==> src/rtl/am_modulator.sv <==
// Full-carrier AM modulator: AC-couples the offset-binary baseband, forms the envelope with a
// programmable depth, multiplies by the carrier, then rounds and saturates to OW bits.
module am_modulator #(
  parameter int SH = 7,
  parameter int OW = 10
) (
  input  logic                 clk,
  input  logic                 rst_n,
  input  logic                 en,
  input  logic [7:0]           cos_s,
  input  logic signed [7:0]    cos_c,
  input  logic [7:0]           mod_idx,
  input  logic                 idx_load,
  input  logic                 clr_sat,
  output logic signed [OW-1:0] am_out,
  output logic                 am_valid,
  output logic                 sat_flag,
  output logic [15:0]          sat_cnt
);

  localparam logic signed [18:0] R_MAX = 19'((1 <<< (OW - 1)) - 1);
  localparam logic signed [18:0] R_MIN = 19'(-(1 <<< (OW - 1)));

  function automatic logic signed [18:0] round_shift(input logic signed [17:0] x);
    logic signed [18:0] t;
    t = {x[17], x} + (19'sd1 <<< (SH - 1));
    return t >>> SH;
  endfunction

  function automatic logic signed [OW-1:0] sat_clamp(input logic signed [18:0] r);
    if (r > R_MAX)      return R_MAX[OW-1:0];
    else if (r < R_MIN) return R_MIN[OW-1:0];
    else                return r[OW-1:0];
  endfunction

  logic [7:0]         r_idx_pend;
  logic [7:0]         r_idx_act;
  logic               r_c_sign_prev;
  logic signed [8:0]  r_s_ac_p0;
  logic signed [7:0]  r_c_p0;
  logic               r_vld_p0;
  logic signed [9:0]  r_env_p1;
  logic signed [7:0]  r_c_p1;
  logic               r_vld_p1;

  logic signed [17:0] w_s_ext;
  logic signed [17:0] w_idx_ext;
  logic signed [17:0] w_p;
  logic signed [17:0] w_env_ext;
  logic signed [17:0] w_c_ext;
  logic signed [17:0] w_prod;
  logic signed [18:0] w_r;
  logic               w_ovf;
  logic               w_sat_evt;

  assign w_s_ext   = {{9{r_s_ac_p0[8]}}, r_s_ac_p0};
  assign w_idx_ext = {10'd0, r_idx_act};
  assign w_p       = w_s_ext * w_idx_ext;
  assign w_env_ext = {{8{r_env_p1[9]}}, r_env_p1};
  assign w_c_ext   = {{10{r_c_p1[7]}}, r_c_p1};
  assign w_prod    = w_env_ext * w_c_ext;
  assign w_r       = round_shift(w_prod);
  assign w_ovf     = (w_r > R_MAX) || (w_r < R_MIN);
  assign w_sat_evt = en && r_vld_p1 && w_ovf;

  // Depth takes effect only on a negative-to-non-negative carrier crossing to avoid envelope steps
  always_ff @(posedge clk or negedge rst_n) begin
    if (!rst_n) begin
      r_idx_pend    <= 8'd128;
      r_idx_act     <= 8'd128;
      r_c_sign_prev <= 1'b0;
    end else begin
      if (idx_load) r_idx_pend <= mod_idx;
      if (en) begin
        r_c_sign_prev <= cos_c[7];
        if (r_c_sign_prev && !cos_c[7]) r_idx_act <= r_idx_pend;
      end
    end
  end

  always_ff @(posedge clk or negedge rst_n) begin
    if (!rst_n) begin
      r_s_ac_p0 <= '0;
      r_c_p0    <= '0;
      r_vld_p0  <= 1'b0;
      r_env_p1  <= '0;
      r_c_p1    <= '0;
      r_vld_p1  <= 1'b0;
      am_out    <= '0;
      am_valid  <= 1'b0;
    end else if (en) begin
      // Stage p0: AC-coupling
      r_s_ac_p0 <= $signed({1'b0, cos_s}) - 9'sd128;
      r_c_p0    <= cos_c;
      r_vld_p0  <= 1'b1;
      // Stage p1: depth scaling and envelope (floor of p/256)
      r_env_p1  <= 10'sd256 + $signed(w_p[17:8]);
      r_c_p1    <= r_c_p0;
      r_vld_p1  <= r_vld_p0;
      // Stage p2: carrier multiply, round, saturate
      am_out    <= sat_clamp(w_r);
      am_valid  <= r_vld_p1;
    end else begin
      am_valid  <= 1'b0;
    end
  end

  always_ff @(posedge clk or negedge rst_n) begin
    if (!rst_n) begin
      sat_flag <= 1'b0;
      sat_cnt  <= '0;
    end else if (clr_sat) begin
      sat_flag <= w_sat_evt;
      sat_cnt  <= w_sat_evt ? 16'd1 : 16'd0;
    end else if (w_sat_evt) begin
      sat_flag <= 1'b1;
      if (sat_cnt != 16'hFFFF) sat_cnt <= sat_cnt + 16'd1;
    end
  end

endmodule
==> config.mk <==
export PLATFORM = sky130hd
export DESIGN_NAME = am_modulator
export DESIGN_NICKNAME = d
export VERILOG_FILES = /design/src/rtl/am_modulator.sv
export SDC_FILE = /design/constraint.sdc
export NUM_CORES = 1
export LEC_CHECK = 0
export ABC_AREA = 1
export BUFFER_PORTS_ARGS = -buffer_cell sky130_fd_sc_hd__buf_2
export CORE_MARGIN = 5
export CORE_UTILIZATION = 66
export DETAILED_ROUTE_END_ITERATION = 8
export GPL_TIMING_DRIVEN = 0
export HOLD_SLACK_MARGIN = 0.15
export PLACE_DENSITY = 0.95
export SETUP_SLACK_MARGIN = 0.5
export SKIP_LAST_GASP = 1
export SLEW_MARGIN = 5
export SYNTH_ARGS = -nofsm -noshare
export SYNTH_HDL_FRONTEND = slang
export SYNTH_SLANG_ARGS = --single-unit
==> constraint.sdc <==
create_clock -name clk -period 8.25 [get_ports clk]
set_input_delay 1.65 -clock clk [delete_from_list [all_inputs] [get_ports clk]]
set_output_delay 1.65 -clock clk [all_outputs]
set_load 0.005 [all_outputs]
==> results.cfg <==
[sta]
setup_slack_ps = 2580
fin_setup_tns_ps = 0
rsz0062_at_grt = false
fin_skew_ps = 12.9
min_period_ps = 5670
fmax_mhz = 176
hold_violations = 0
worst_pin_slew_ps = 653
finalMaxSlewViolations = 0
finalCritPeriodShare_pct = 68.7
setup_viol = 0
relSlewSlack_pct = 56.5

[detailed_routing]
num_vias = 8190
vias_per_cell = 5.51
dr.pass1.iters = 6
detail_route.wl_per_cell_um = 14.9
wl_um = 22100
drcViolationCount = 0
ant_nets = 0
drtIter0Drc = 638

[final_layout]
drive_gt1_share_pct = 6.81
area_growth_pct = 8.97
fin_nets = 1516
antenna_cells = 0
fill_cells = 910
layout_commonest_cell = nand2_1
layout_common_cells = 359 x nand2_1, 300 x inv_1, 124 x fa_1

[synth]
ys_top_cells_by_area = fa_1 27%, dfrtp_1 21%, nand2_1 14%
synth_xor_area_share_pct = 2.71
ys_seq_elements = 80
ys_types = 36
syn-num-nets = 1450
yosys_warnings = 0
synth_top_area_cell = fa_1
synth_flop_cell = dfrtp_1
ys_seq_area_share_pct = 21.4
synth_compound_area_share_pct = 5.32
synthCells = 1235
synth_edf_count = 0
async_reset_ff_share_pct = 100
avgSynthCellArea_um2 = 7.58
synthMuxAreaShare_pct = 0
syn_area_mm2 = 0.00936
synthAdderAreaFrac_pct = 34.8
synth_top_family_by_area = adder cells
synth-simple-area-share_pct = 21.5
yosysTopAreaCellShare_pct = 26.5

[die]
die_area_mm2 = 0.0167
core_mm2 = 0.0139
start_util_pct = 67.4
num_rows = 43
die_x_um = 129
ios = 57
dieHeight_um = 129

[min_path]
holdPathStages = 1
hold_start = r_vld_p0$_DFFE_PN0P_
holdPathEnd = r_vld_p0$_DFFE_PN0P_
hold_class = reg2reg

[clocking]
htreeDepth = 3
clk_latency_ps = 360
cts_root_buf = clkbuf_16
cts.sinks = 80
clk_pin_slew_ps = 60
cts_tree = done
cts_hold_buffers = 0
cts_setup_buffers = 0
cts_max_path_buffers = 2
ctsResizeCount = 0
cts_buffers = 9

[critical_path]
r2r_slack_ps = 2580
reg2reg_to = sat_cnt[6]$_DFFE_PN0P_
critPathLaunchType = register
critPathKind = reg2reg
ff2ff_path_depth = 23
end_kind = register
critPathRequiredTime_ps = 8540
r2r_start = r_c_p1[3]$_DFFE_PN0P_
path_max_fanout = 10
cp.arrival_ps = 5960

[grt]
grt_antenna_before_repair = 0
grt_pass1_vias = 8578
grt_usage_pct = 28.6
grt_max_degree = 65
grt-ovfl-total = 0
grt_pass1_wl_um = 38700

[placement]
gp_congestion = 0.934
dpl.hpwl_um = 16900
io_buffers = 54
place_worst_setup_slack_ps = 2740

[outcome]
status = complete, no violations

[job]
cap_violations = 0
[logic make-up after synthesis]
logic type,count (synthesis)
and+or+nand+nor,494
xor gates and xnor gates,29
DFF,80
AOI/OAI and AO/OA,94
adders and majority gates,186
buffers and inverters,352
[sequential cells by signal (all words and copies together) (netlist names)]
signal         cells
am_out            10
am_valid           1
r_c_p0             7
r_c_p1             8
r_c_sign_prev      1
r_env_p1          10
r_idx_act          8
r_idx_pend         8
r_s_ac_p0          8
r_vld_p0           1
r_vld_p1           1
sat_cnt           16
sat_flag           1
[worst max path at each step]
stage / slack [ps] / end / depth (start not counted) / start
6_report: 2580 / sat_cnt[6]$_DFFE_PN0P_ / 23 / r_c_p1[3]$_DFFE_PN0P_
5_1_grt: 2220 / sat_cnt[6]$_DFFE_PN0P_ / 23 / r_c_p1[4]$_DFFE_PN0P_
4_1_cts: 2640 / sat_cnt[6]$_DFFE_PN0P_ / 23 / r_c_p1[4]$_DFFE_PN0P_
3_5_place_dp: 2740 / sat_cnt[6]$_DFFE_PN0P_ / 23 / r_c_p1[4]$_DFFE_PN0P_
3_3_place_gp: 2980 / sat_cnt[5]$_DFFE_PN0P_ / 22 / r_c_p1[3]$_DFFE_PN0P_
2_1_floorplan: 3440 / sat_cnt[10]$_DFFE_PN0P_ / 25 / r_c_p1[4]$_DFFE_PN0P_
[cell type report]
| type | count | area, µm² | share of cell area [%] |
|---|---|---|---|
| plain buffers | 51 | 203 | 1.99 |
| clock buffers | 10 | 239 | 2.34 |
| clock inverters | 6 | 75.1 | 0.736 |
| inverters | 301 | 1130 | 11.1 |
| multi-input cells | 803 | 6020 | 59.0 |
| flip-flops and latches | 80 | 2000 | 19.7 |
| well taps | 180 | 225 | 2.21 |
| repair buffers | 55 | 300 | 2.94 |
[per-stage QoR]
stage | instance area, µm² | hold slack (ps) | util, % | std cells
6_report | 10200 | 475 | 73.5 | 1486
5_1_grt | 10200 | 505 | 73.5 | 1486
4_1_cts | 10200 | 472 | 73.5 | 1486
3_5_place_dp | 9880 | 454 | 71.2 | 1470
3_3_place_gp | 9850 | 451 | 71.0 | 1469
2_1_floorplan | 9360 | 437 | - | 1235
[routing by layer]
layer | GRT usage [%] | routed length (µm) | up-vias
met3 | 4.78 | 1780 | 95
met4 | 12.6 | 906 | 0
li1 | - | - | 3749
met1 | 36.0 | 8460 | 3919
met5 | 0 | 0 | -
met2 | 48.9 | 11000 | 427
[Yosys cell counts (2+ instances only)]
cell	number
nand2_1	359
inv_1	300
fa_1	124
dfrtp_1	78
ha_1	62
nor2_1	62
clkbuf_1	48
nand3_1	43
o21ai_0	42
a21oi_1	38
xor2_1	18
xnor2_1	11
nor3_1	9
nand2_2	4
nand4_1	4
o21ai_1	4
nand2_4	3
o21bai_1	3
or2_2	3
a21o_1	2
dfstp_2	2
nor4_1	2
[worst max-delay path, cell delays in order, from the launching register on]
cell and delay (ps):
dfrtp_1 350, clkbuf_1 440, nand2_1 200, fa_1 700
inv_1 160, fa_1 560, fa_1 540, inv_1 60
fa_1 510, inv_1 40, ha_1 350, nand2_1 120
nor4_1 350, nand2_1 160, nand2_1 110, nand2_1 70
nand2_2 90, nand2_4 110, nand2_4 110, nand3_4 140
nand2_4 130, buf_6 160, nand2_1 70, nand2_1 60
Power is not shown: default switching activity piles up to over one toggle a cycle in this logic, so the estimate is an artifact.
